--- config.mk ---
export PLATFORM = sky130hd
export DESIGN_NAME = freq_sweep_ctrl
export DESIGN_NICKNAME = d
export VERILOG_FILES = /design/src/rtl/freq_ctrl_pkg.sv /design/src/rtl/dwell_timer.sv /design/src/rtl/freq_sweep_ctrl.sv
export SDC_FILE = /design/constraint.sdc
export NUM_CORES = 1
export LEC_CHECK = 0
export ABC_CLOCK_PERIOD_IN_PS = 3200
export CAP_MARGIN = 20
export CORE_MARGIN = 4
export CORE_UTILIZATION = 51
export DETAILED_ROUTE_END_ITERATION = 10
export HOLD_SLACK_MARGIN = 0.06
export PLACE_DENSITY = 0.77
export SYNTH_ARGS = -nofsm -noshare
export SYNTH_HDL_FRONTEND = slang
export SYNTH_HIERARCHICAL = 1
export SYNTH_SLANG_ARGS = --single-unit
--- constraint.sdc ---
create_clock -name clk_i -period 3.2 [get_ports clk_i]
set_input_delay 0.96 -clock clk_i [delete_from_list [all_inputs] [get_ports clk_i]]
set_output_delay 0.96 -clock clk_i [all_outputs]
set_load 0.05 [all_outputs]
--- src/rtl/freq_ctrl_pkg.sv ---
// Shared definitions for the frequency control path: sweep FSM states,
// settle length and the default frequency index width.
package freq_ctrl_pkg;

    localparam int IDX_W_DEFAULT = 7;
    localparam int SETTLE_CYCLES = 2;

    typedef enum logic [2:0] {
        ST_IDLE,
        ST_SEEK,
        ST_DWELL,
        ST_STEP,
        ST_SETTLE
    } sweep_state_t;

endpackage

--- src/rtl/dwell_timer.sv ---
// Down-counting dwell timer: load sets the count, en counts down,
// done flags the last cycle of the dwell (terminal count of 1).
module dwell_timer #(
    parameter int DWELL_W = 32
) (
    input  logic               clk,
    input  logic               rst_n,
    input  logic               load,
    input  logic               en,
    input  logic [DWELL_W-1:0] load_val,
    output logic               done
);

    logic [DWELL_W-1:0] cnt_q;

    always_ff @(posedge clk) begin
        if (!rst_n) begin
            cnt_q <= '0;
        end else if (load) begin
            cnt_q <= load_val;
        end else if (en && cnt_q != '0) begin
            cnt_q <= cnt_q - DWELL_W'(1);
        end
    end

    assign done = (cnt_q <= DWELL_W'(1));

endmodule

--- src/rtl/freq_sweep_ctrl.sv ---
// Frequency sweep scheduler driving the freq_sel step inputs: forwards manual
// triggers and runs single-pass or ping-pong sweeps with a per-step dwell.
//
// state     | meaning
// ----------+-------------------------------------------------------------
// ST_IDLE   | no sweep; only manual triggers produce step pulses
// ST_SEEK   | first look at freq_num after start: at lo, or step toward it
// ST_DWELL  | holding the current index for the latched dwell count
// ST_STEP   | step pulse on the output this cycle; capture index as prev
// ST_SETTLE | wait for freq_sel to react, then judge stall / bounds
module freq_sweep_ctrl
    import freq_ctrl_pkg::*;
#(
    parameter int IDX_W   = IDX_W_DEFAULT,
    parameter int DWELL_W = 32
) (
    input  logic               clk_i,
    input  logic               rst_n_i,
    input  logic               freq_up_trigger_i,
    input  logic               freq_down_trigger_i,
    input  logic               sweep_start_i,
    input  logic               sweep_stop_i,
    input  logic [IDX_W-1:0]   sweep_lo_i,
    input  logic [IDX_W-1:0]   sweep_hi_i,
    input  logic [DWELL_W-1:0] dwell_i,
    input  logic               sweep_mode_i,
    input  logic [IDX_W-1:0]   freq_num_i,
    output logic               step_up_o,
    output logic               step_down_o,
    output logic               sweep_busy_o,
    output logic               sweep_dir_o,
    output logic               sweep_err_o
);

    localparam logic [1:0] SETTLE_LOAD = 2'(SETTLE_CYCLES - 1);

    sweep_state_t       state_q, state_n;
    logic               dir_q, dir_n;
    logic               seek_q, seek_n;
    logic               mode_q, mode_n;
    logic [IDX_W-1:0]   lo_q, lo_n;
    logic [IDX_W-1:0]   hi_q, hi_n;
    logic [IDX_W-1:0]   prev_q, prev_n;
    logic [DWELL_W-1:0] dwell_q, dwell_n;
    logic [1:0]         settle_q, settle_n;
    logic               up_n, down_n, err_n;
    logic               manual_up, manual_down;
    logic               seek_eval;
    logic               timer_load, timer_en, timer_done;

    dwell_timer #(.DWELL_W(DWELL_W)) u_dwell_timer (
        .clk      (clk_i),
        .rst_n    (rst_n_i),
        .load     (timer_load),
        .en       (timer_en),
        .load_val (dwell_q),
        .done     (timer_done)
    );

    assign timer_en = (state_q == ST_DWELL);

    always_comb begin
        state_n     = state_q;
        dir_n       = dir_q;
        seek_n      = seek_q;
        mode_n      = mode_q;
        lo_n        = lo_q;
        hi_n        = hi_q;
        prev_n      = prev_q;
        dwell_n     = dwell_q;
        settle_n    = settle_q;
        up_n        = 1'b0;
        down_n      = 1'b0;
        err_n       = 1'b0;
        seek_eval   = 1'b0;
        timer_load  = 1'b0;
        manual_up   = freq_up_trigger_i & ~freq_down_trigger_i;
        manual_down = freq_down_trigger_i & ~freq_up_trigger_i;

        if (manual_up || manual_down) begin
            state_n = ST_IDLE;
            up_n    = manual_up;
            down_n  = manual_down;
        end else if (sweep_stop_i) begin
            state_n = ST_IDLE;
        end else if (sweep_start_i && (sweep_lo_i <= sweep_hi_i)) begin
            lo_n    = sweep_lo_i;
            hi_n    = sweep_hi_i;
            mode_n  = sweep_mode_i;
            dwell_n = (dwell_i == '0) ? DWELL_W'(1) : dwell_i;
            seek_n  = 1'b1;
            state_n = ST_SEEK;
        end else begin
            unique case (state_q)
                ST_IDLE: ;
                ST_SEEK: seek_eval = 1'b1;
                ST_DWELL: begin
                    if (timer_done) begin
                        state_n = ST_STEP;
                        up_n    = dir_q;
                        down_n  = ~dir_q;
                    end
                end
                ST_STEP: begin
                    prev_n   = freq_num_i;
                    settle_n = SETTLE_LOAD;
                    state_n  = ST_SETTLE;
                end
                ST_SETTLE: begin
                    if (settle_q != 2'd0) begin
                        settle_n = settle_q - 2'd1;
                    end else if (freq_num_i == prev_q) begin
                        err_n   = 1'b1;
                        state_n = ST_IDLE;
                    end else if (seek_q) begin
                        seek_eval = 1'b1;
                    end else if (dir_q && freq_num_i == hi_q) begin
                        if (!mode_q) begin
                            state_n = ST_IDLE;
                        end else begin
                            dir_n      = 1'b0;
                            state_n    = ST_DWELL;
                            timer_load = 1'b1;
                        end
                    end else if (!dir_q && freq_num_i == lo_q) begin
                        dir_n      = 1'b1;
                        state_n    = ST_DWELL;
                        timer_load = 1'b1;
                    end else begin
                        state_n    = ST_DWELL;
                        timer_load = 1'b1;
                    end
                end
                default: state_n = ST_IDLE;
            endcase

            // Seek decisions run straight out of SETTLE so seek pulses stay 3 cycles apart.
            if (seek_eval) begin
                if (freq_num_i == lo_q) begin
                    dir_n      = 1'b1;
                    seek_n     = 1'b0;
                    state_n    = ST_DWELL;
                    timer_load = 1'b1;
                end else begin
                    dir_n   = (freq_num_i < lo_q);
                    seek_n  = 1'b1;
                    state_n = ST_STEP;
                    up_n    = dir_n;
                    down_n  = ~dir_n;
                end
            end
        end
    end

    always_ff @(posedge clk_i) begin
        if (!rst_n_i) begin
            state_q      <= ST_IDLE;
            dir_q        <= 1'b1;
            seek_q       <= 1'b0;
            mode_q       <= 1'b0;
            lo_q         <= '0;
            hi_q         <= '0;
            prev_q       <= '0;
            dwell_q      <= '0;
            settle_q     <= '0;
            step_up_o    <= 1'b0;
            step_down_o  <= 1'b0;
            sweep_busy_o <= 1'b0;
            sweep_dir_o  <= 1'b1;
            sweep_err_o  <= 1'b0;
        end else begin
            state_q      <= state_n;
            dir_q        <= dir_n;
            seek_q       <= seek_n;
            mode_q       <= mode_n;
            lo_q         <= lo_n;
            hi_q         <= hi_n;
            prev_q       <= prev_n;
            dwell_q      <= dwell_n;
            settle_q     <= settle_n;
            step_up_o    <= up_n;
            step_down_o  <= down_n;
            sweep_busy_o <= (state_n != ST_IDLE);
            sweep_dir_o  <= dir_n;
            sweep_err_o  <= err_n;
        end
    end

endmodule

==> results.md, run 1 <==
* Hold path depth at 2
* Worst R2R End: u_dwell_timer/cnt_q[29]
* CTS tree: yes
* Initial Utilization at 0.529
* Clock skew at 0.0171 ns
* CP Max Fanout at 17
* Antenna violations before repair at 0
* FF-to-FF setup slack at 0.65 ns
* Worst Setup Path Type: in2reg
* Count of flip-flops with a built-in enable after synthesis at 0
* Die width at 109 um
* Hold crit path type: reg2reg
* Core area at 9910 um^2
* Vias at 4686
* Clk_lat worst skew at 0.39 ns
* Site Rows at 36
* CTS buffer count at 9
* Syn Area/Cell at 9.00 um^2
* Root Buffer: clkbuf_8
* Wirelength per Cell at 16.8 um
* Post-synthesis sequential area ratio at 0.370
* Total gr overflow at 0
* DRT Wirelength at 13800 um
* Vias per cell at 5.71
* Worst path required time at 3.49 ns
* CP Capture Type: register
* Clock transition at path regs at 0.11 ns
* Final-report hold violation count at 0
* Dpl hpwl at 10500 um
* Setup Slack @ Placement at -0.414 ns
* Final WS setup at 0.116 ns
* WHS Endpoint: settle_q[1]
* CP Cell Sequence: clkdlybuf4s50_1 -> inv_1 -> ha_1 -> nor2b_1 -> o22ai_1 -> o221ai_2 -> and2_1 -> nand2_1 -> nor2_4 -> inv_1 -> buf_6 -> buf_4 -> o21ai_0 -> a21oi_1
* Mapped cell area at 5250 um^2
* DR pass1 iterations at 5
* Count of final setup violators at 0
* Hold path start: settle_q[1]
* Worst r2r src: u_dwell_timer/cnt_q[0]
* Synth-to-layout area growth at 25.0%
* Antenna-violating nets left at 0
* First-pass GRT wire length at 22600 um
* Post-DP Area at 6320 um^2
* Most common cell on crit path: inv_1
* Number of global-route vias before repair at 4573
* Max cap viols at 0
* Layout Nets at 762
* Drt drc at 0
* Critical path arrival at 3.37 ns
* Final Cell Area at 6560 um^2
* Min Tclk post-route at 3.08 ns
* Die footprint at 12000 um^2
* Ys flop type: dfxtp_1
* Period utilisation layout at 0.964
* Total power at 2.45 mW
* Gpl congestion at 0.928
* Worst-Margin Slew at 0.620 ns
* Max Slew Vio Count at 0
* Max-slew headroom at 0.583
* Clock buffer depth at 2
* Initial DRC count at 314
* Worst vdd ir at 0.288 mV
* #FFs+latches synth at 97
* Worst-case reg-to-reg path depth at 7
* Chip height at 109 um
* Layout cell share with drive strength beyond 1 at 0.148
* Syn Nets at 662
* Total I/O pin count at 65
* Crit. Startpoint: sweep_hi_i[1]
* Critical Path Start Type: primary input
* Synthesis warning total at 6
* # diodes at 0
* Total negative setup slack at 0 ns
* Static Leak at 2.50 nW
* Power density over the cells at 373 nW/um^2
* Status: finished, final reports clean
* Yosys cell types at 74
* Cell count after synthesis at 583
* Largest net degree at the start of global routing at 53
* PortBufs at 64
* Asr flop ratio synth at 0
* Max incr delay on CP at 0.48 ns
* Total Routing Usage GR at 0.240
* Clk sinks at 97
* Max Clk Rate at 324 MHz
* Slowest cell on the critical path: clkdlybuf4s50_1
* CTS H-tree depth at 3
layout make-up:
type                       instances  area [um^2]
sequential                        97         1940
multi-input combinational        431         3060
fill                             806         3350
tap                              133          166
clock buffer                       9          124
clock inverter                     7         82.6
inverter                          27          101
timing repair buffer             117         1080
synthesized netlist by cell type, types with 5 or more instances:
master,count,area [um^2]
dfxtp_1,97,1940
nor2_1,77,289
mux2i_1,53,531
o21ai_0,37,185
a21oi_1,33,165
xnor2_1,28,245
inv_1,27,101
ha_1,19,238
nand2_1,19,71.3
clkbuf_1,17,63.8
nor4_1,17,106
a211oi_1,13,97.6
nand3_1,12,60.1
xor2_1,10,87.6
nand4_1,9,56.3
nor3_1,7,35.0
or3_1,7,43.8
and2_1,5,31.3
nor2b_1,5,31.3
worst max-delay path: cells and delay by family:
kind / cells / cell delay (ns)
simple gates: 4 / 0.62
fa+ha+maj: 1 / 0.28
compound gates: 4 / 0.57
buf+inv: 5 / 0.94
metal layers:
| layer | wire length (um) | global-route usage | up-vias |
|---|---|---|---|
| met4 | 246 | 0.0935 | 0 |
| met2 | 6320 | 0.364 | 136 |
| met1 | 6350 | 0.336 | 2225 |
| met3 | 909 | 0.0464 | 19 |
| met5 | 0 | 0 | - |
| li1 | - | - | 2306 |
state kept, by name, summed over array words and instances (netlist names):
name	cells
hi_q	7
sweep_busy_o	1
step_down_o	1
lo_q	7
seek_q	1
settle_q	2
state_q	3
dir_q	1
sweep_err_o	1
prev_q	7
dwell_q	32
u_dwell_timer/cnt_q	32
step_up_o	1
mode_q	1
timing repair:
item	4_1_cts	5_1_grt
pin swaps	0	0
buffers inserted	0	1
hold buffers	0	0
gates resized for setup	1	7
setup endpoints to repair	1	6
kinds of logic (layout without fill, tap and decap cells):
logic type	Yosys count	count (layout)	synth area share
muxes	54	54	0.103
AOI/OAI and AO/OA	123	123	0.164
adders and majority gates	19	19	0.0453
DFF	97	97	0.370
buffers and inverters	55	160	0.0503
xor gates and xnor gates	38	38	0.0635
and+or+nand+nor	197	197	0.204
worst max-delay path by stage:
stage,end,depth (start not counted)
2_1_floorplan,u_dwell_timer/cnt_q[30],12
3_3_place_gp,u_dwell_timer/cnt_q[30],12
3_5_place_dp,u_dwell_timer/cnt_q[30],12
4_1_cts,u_dwell_timer/cnt_q[30],12
5_1_grt,u_dwell_timer/cnt_q[16],13
6_report,u_dwell_timer/cnt_q[16],14
power breakdown:
| part | switching (mW) | internal [mW] |
|---|---|---|
| clock network | 0.474 | 0.376 |
| registers | 0.0201 | 1.23 |
| logic | 0.160 | 0.184 |
| total | 0.654 | 1.79 |
per-stage QoR:
step                 util  std cells  hold slack, ns
floorplan               -        583           0.440
global placement    0.638        804           0.453
detailed placement  0.638        804           0.475
CTS                 0.659        820           0.489
global route        0.662        821           0.521
finish              0.662        821           0.485
placed cells by master, fill, tap and decap left out, types with 3 or more instances in the layout:
cell and n:
a2111oi_2 4, a211oi_1 13, a21boi_1 3, a21o_1 3
a21oi_1 32, a31oi_1 3, and2_1 5, and4_1 4
buf_12 3, buf_4 49, clkbuf_8 9, clkdlybuf4s50_1 64
dfxtp_1 97, ha_1 19, inv_1 27, mux2i_1 53
nand2_1 19, nand2b_1 4, nand3_1 12, nand4_1 9
nor2_1 76, nor2b_1 5, nor3_1 6, nor3b_1 3
nor4_1 17, nor4_2 4, o21ai_0 37, or2_2 4
or3_1 7, or4_1 4, xnor2_1 28, xor2_1 10
Power figures use the tool's default switching activity.
==> run 2: changes to the inputs <==
--- a/config.mk
+++ b/config.mk
@@ -5,14 +5,15 @@
 export SDC_FILE = /design/constraint.sdc
 export NUM_CORES = 1
 export LEC_CHECK = 0
+export ABC_AREA = 1
 export ABC_CLOCK_PERIOD_IN_PS = 3200
 export CAP_MARGIN = 20
 export CORE_MARGIN = 4
 export CORE_UTILIZATION = 51
 export DETAILED_ROUTE_END_ITERATION = 10
 export HOLD_SLACK_MARGIN = 0.06
+export MAX_ROUTING_LAYER = met4
 export PLACE_DENSITY = 0.77
 export SYNTH_ARGS = -nofsm -noshare
 export SYNTH_HDL_FRONTEND = slang
-export SYNTH_HIERARCHICAL = 1
 export SYNTH_SLANG_ARGS = --single-unit
==> results.md, run 2 <==
* Dpl hpwl at 10700 um
* Worst-Margin Slew at 0.507 ns
* Worst Setup Path Type: in2reg
* Vias at 5382
* DR pass1 iterations at 5
* CTS resizes at 0
* Slowest cell on the critical path: clkdlybuf4s50_1
* Wirelength per Cell at 14.2 um
* Max cap viols at 0
* WHS Endpoint: mode_q
* Die width at 113 um
* Worst path required time at 3.52 ns
* CP Cell Sequence: clkdlybuf4s50_1 -> ha_1 -> nand2_1 -> nor2_1 -> and3_1 -> nand2_4 -> nand2_4 -> nand2_4 -> buf_12 -> nand2_1 -> nand2_1 -> a21oi_1
* Synth top area share at 0.345
* CTS tree: yes
* # diodes at 0
* Most common cell after layout, fill and taps aside: nand2_1
* CTS H-tree depth at 3
* Layout Nets at 947
* Synthesis warning total at 0
* Post-DP Area at 6440 um^2
* Total Routing Usage GR at 0.236
* Total I/O pin count at 65
* Critical Path Start Type: primary input
* Worst-case reg-to-reg path depth at 12
* Count of final setup violators at 0
* Buffer and inverter count on the worst path at 2
* Chip height at 113 um
* Layout cell share with drive strength beyond 1 at 0.0962
* Antenna-violating nets left at 0
* Root Buffer: clkbuf_8
* Largest regs: dwell_q (32), u_dwell_timer.cnt_q (32)
* Hold crit path type: reg2reg
* Worst R2R End: u_dwell_timer.cnt_q[8]
* DRT Wirelength at 14300 um
* Die footprint at 12800 um^2
* Total negative setup slack at 0 ns
* FF-to-FF setup slack at 1.11 ns
* Count leader, synth: nand2_1
* Gpl congestion at 0.943
* Clk sinks at 97
* Vias per cell at 5.31
* Syn Nets at 890
* Setup Slack @ Placement at 0.0713 ns
* Layout fillers at 997
* Cell count after synthesis at 811
* Core area at 10800 um^2
* Max Slew Vio Count at 0
* #FFs+latches synth at 97
* CP Capture Type: register
* Final WS setup at 0.422 ns
* Worst vdd ir at 0.323 mV
* Worst r2r src: u_dwell_timer.cnt_q[0]
* Asr flop ratio synth at 0
* Mapped cell area at 5620 um^2
* Clock buffer depth at 2
* Yosys cell types at 41
* Ys flop type: dfxtp_1
* PortBufs at 64
* Max Clk Rate at 360 MHz
* CP Max Fanout at 15
* Final core occ at 0.616
* Synth top cells by count: nand2_1 (162), nand3_1 (101), dfxtp_1 (97), a21oi_1 (88), inv_1 (84)
* Most frequent cells in the layout: nand2_1 (162), nand3_1 (101), dfxtp_1 (97)
* Largest net degree at the start of global routing at 41
* Critical path arrival at 3.10 ns
* First-pass GRT wire length at 23700 um
* Initial Utilization at 0.521
* Drt drc at 0
* Hold_buf cts at 0
* Syn Area/Cell at 6.93 um^2
* Clock skew at 0.0145 ns
* Total power at 2.44 mW
* Power density over the cells at 367 nW/um^2
* Clk_lat worst skew at 0.38 ns
* Setup bufs post-CTS at 0
* Initial DRC count at 370
* Hold path depth at 2
* Min Tclk post-route at 2.78 ns
* Final-report hold violation count at 0
* Synth area leader: dfxtp_1
* Status: finished, final reports clean
* Site Rows at 38
* Total gr overflow at 0
* Max-slew headroom at 0.661
* DP Cell Count at 997
* Crit. Startpoint: freq_num_i[2]
* RSZ-0062 raised after global routing: false
* Count of flip-flops with a built-in enable after synthesis at 0
* Static Leak at 2.72 nW
* Hold path start: mode_q
* Max incr delay on CP at 0.53 ns
* Synth-to-layout area growth at 18.3%
* Antenna violations before repair at 0
* Clock transition at path regs at 0.09 ns
* CTS buffer count at 9
* Largest cells by area after synthesis: dfxtp_1 (35%), nand2_1 (11%), nand3_1 (9.0%)
* Post-synthesis sequential area ratio at 0.345
* Final hold slack at 0.462 ns
* Final Cell Area at 6650 um^2
* CP top delay family: simple AND/OR/NAND/NOR gates
* Final cell count without fillers at 1013
* Period utilisation layout at 0.868
* Number of global-route vias before repair at 4951
-- run 2: worst max path at each step --
stage | cells past startpoint | end | slack, ns
floorplan | 10 | lo_q[6] | 0.71
global placement | 14 | sweep_busy_o | 0.10
detailed placement | 11 | dwell_q[16] | 0.07
CTS | 12 | u_dwell_timer.cnt_q[16] | 0.41
global route | 13 | sweep_busy_o | 0.26
finish | 12 | u_dwell_timer.cnt_q[16] | 0.42
-- run 2: area by class of cell --
type | instances | area (um^2) | area share
clock buffer | 11 | 131 | 0.0198
timing repair buffer | 84 | 853 | 0.128
sequential | 97 | 1940 | 0.292
clock inverter | 5 | 80.1 | 0.0120
tap | 140 | 175 | 0.0263
multi-input combinational | 588 | 3140 | 0.472
inverter | 88 | 330 | 0.0497
-- run 2: cell families (layout without fill, tap and decap cells) --
logic type               Yosys count  in the layout  synth area share
adder cells (fa/ha/maj)           19             19            0.0423
flip-flops                        97             97             0.345
buffers and inverters            126            188            0.0983
AND/OR/NAND/NOR                  395            395             0.327
AO/OA/AOI/OAI                    144            144             0.140
XOR/XNOR                          30             30            0.0467
-- run 2: power by group --
| part | switching, mW | internal (mW) |
|---|---|---|
| clock | 0.441 | 0.440 |
| combinational | 0.172 | 0.144 |
| sequential | 0.0150 | 1.23 |
| total | 0.628 | 1.81 |
-- run 2: worst register-to-register path: stages, from the launching register on --
cell and delay (ns):
dfxtp_1 0.39, inv_1 0.08, ha_1 0.25, nand2_1 0.16, nor2_2 0.07, nand3_1 0.08, nor2_1 0.04, nand2_1 0.07
nand2_2 0.06, inv_2 0.39, nand2_1 0.13, xor2_1 0.16, a21oi_1 0.15
-- run 2: metal layers --
layer  global-route usage  up-vias  routed length (um)
met2                0.354      178                6410
li1                     -     2774                   -
met4               0.0873        0                 298
met5                    -        -                   0
met1                0.323     2404                6660
met3               0.0332       26                 975
==> run 3: changes to the inputs <==
--- a/config.mk
+++ b/config.mk
@@ -11,6 +11,7 @@
 export CORE_MARGIN = 4
 export CORE_UTILIZATION = 51
 export DETAILED_ROUTE_END_ITERATION = 10
+export GPL_TIMING_DRIVEN = 1
 export HOLD_SLACK_MARGIN = 0.06
 export MAX_ROUTING_LAYER = met4
 export PLACE_DENSITY = 0.77
==> results of run 3 <==
No change in the layout: final DEF, timing and power equal those of run 2.
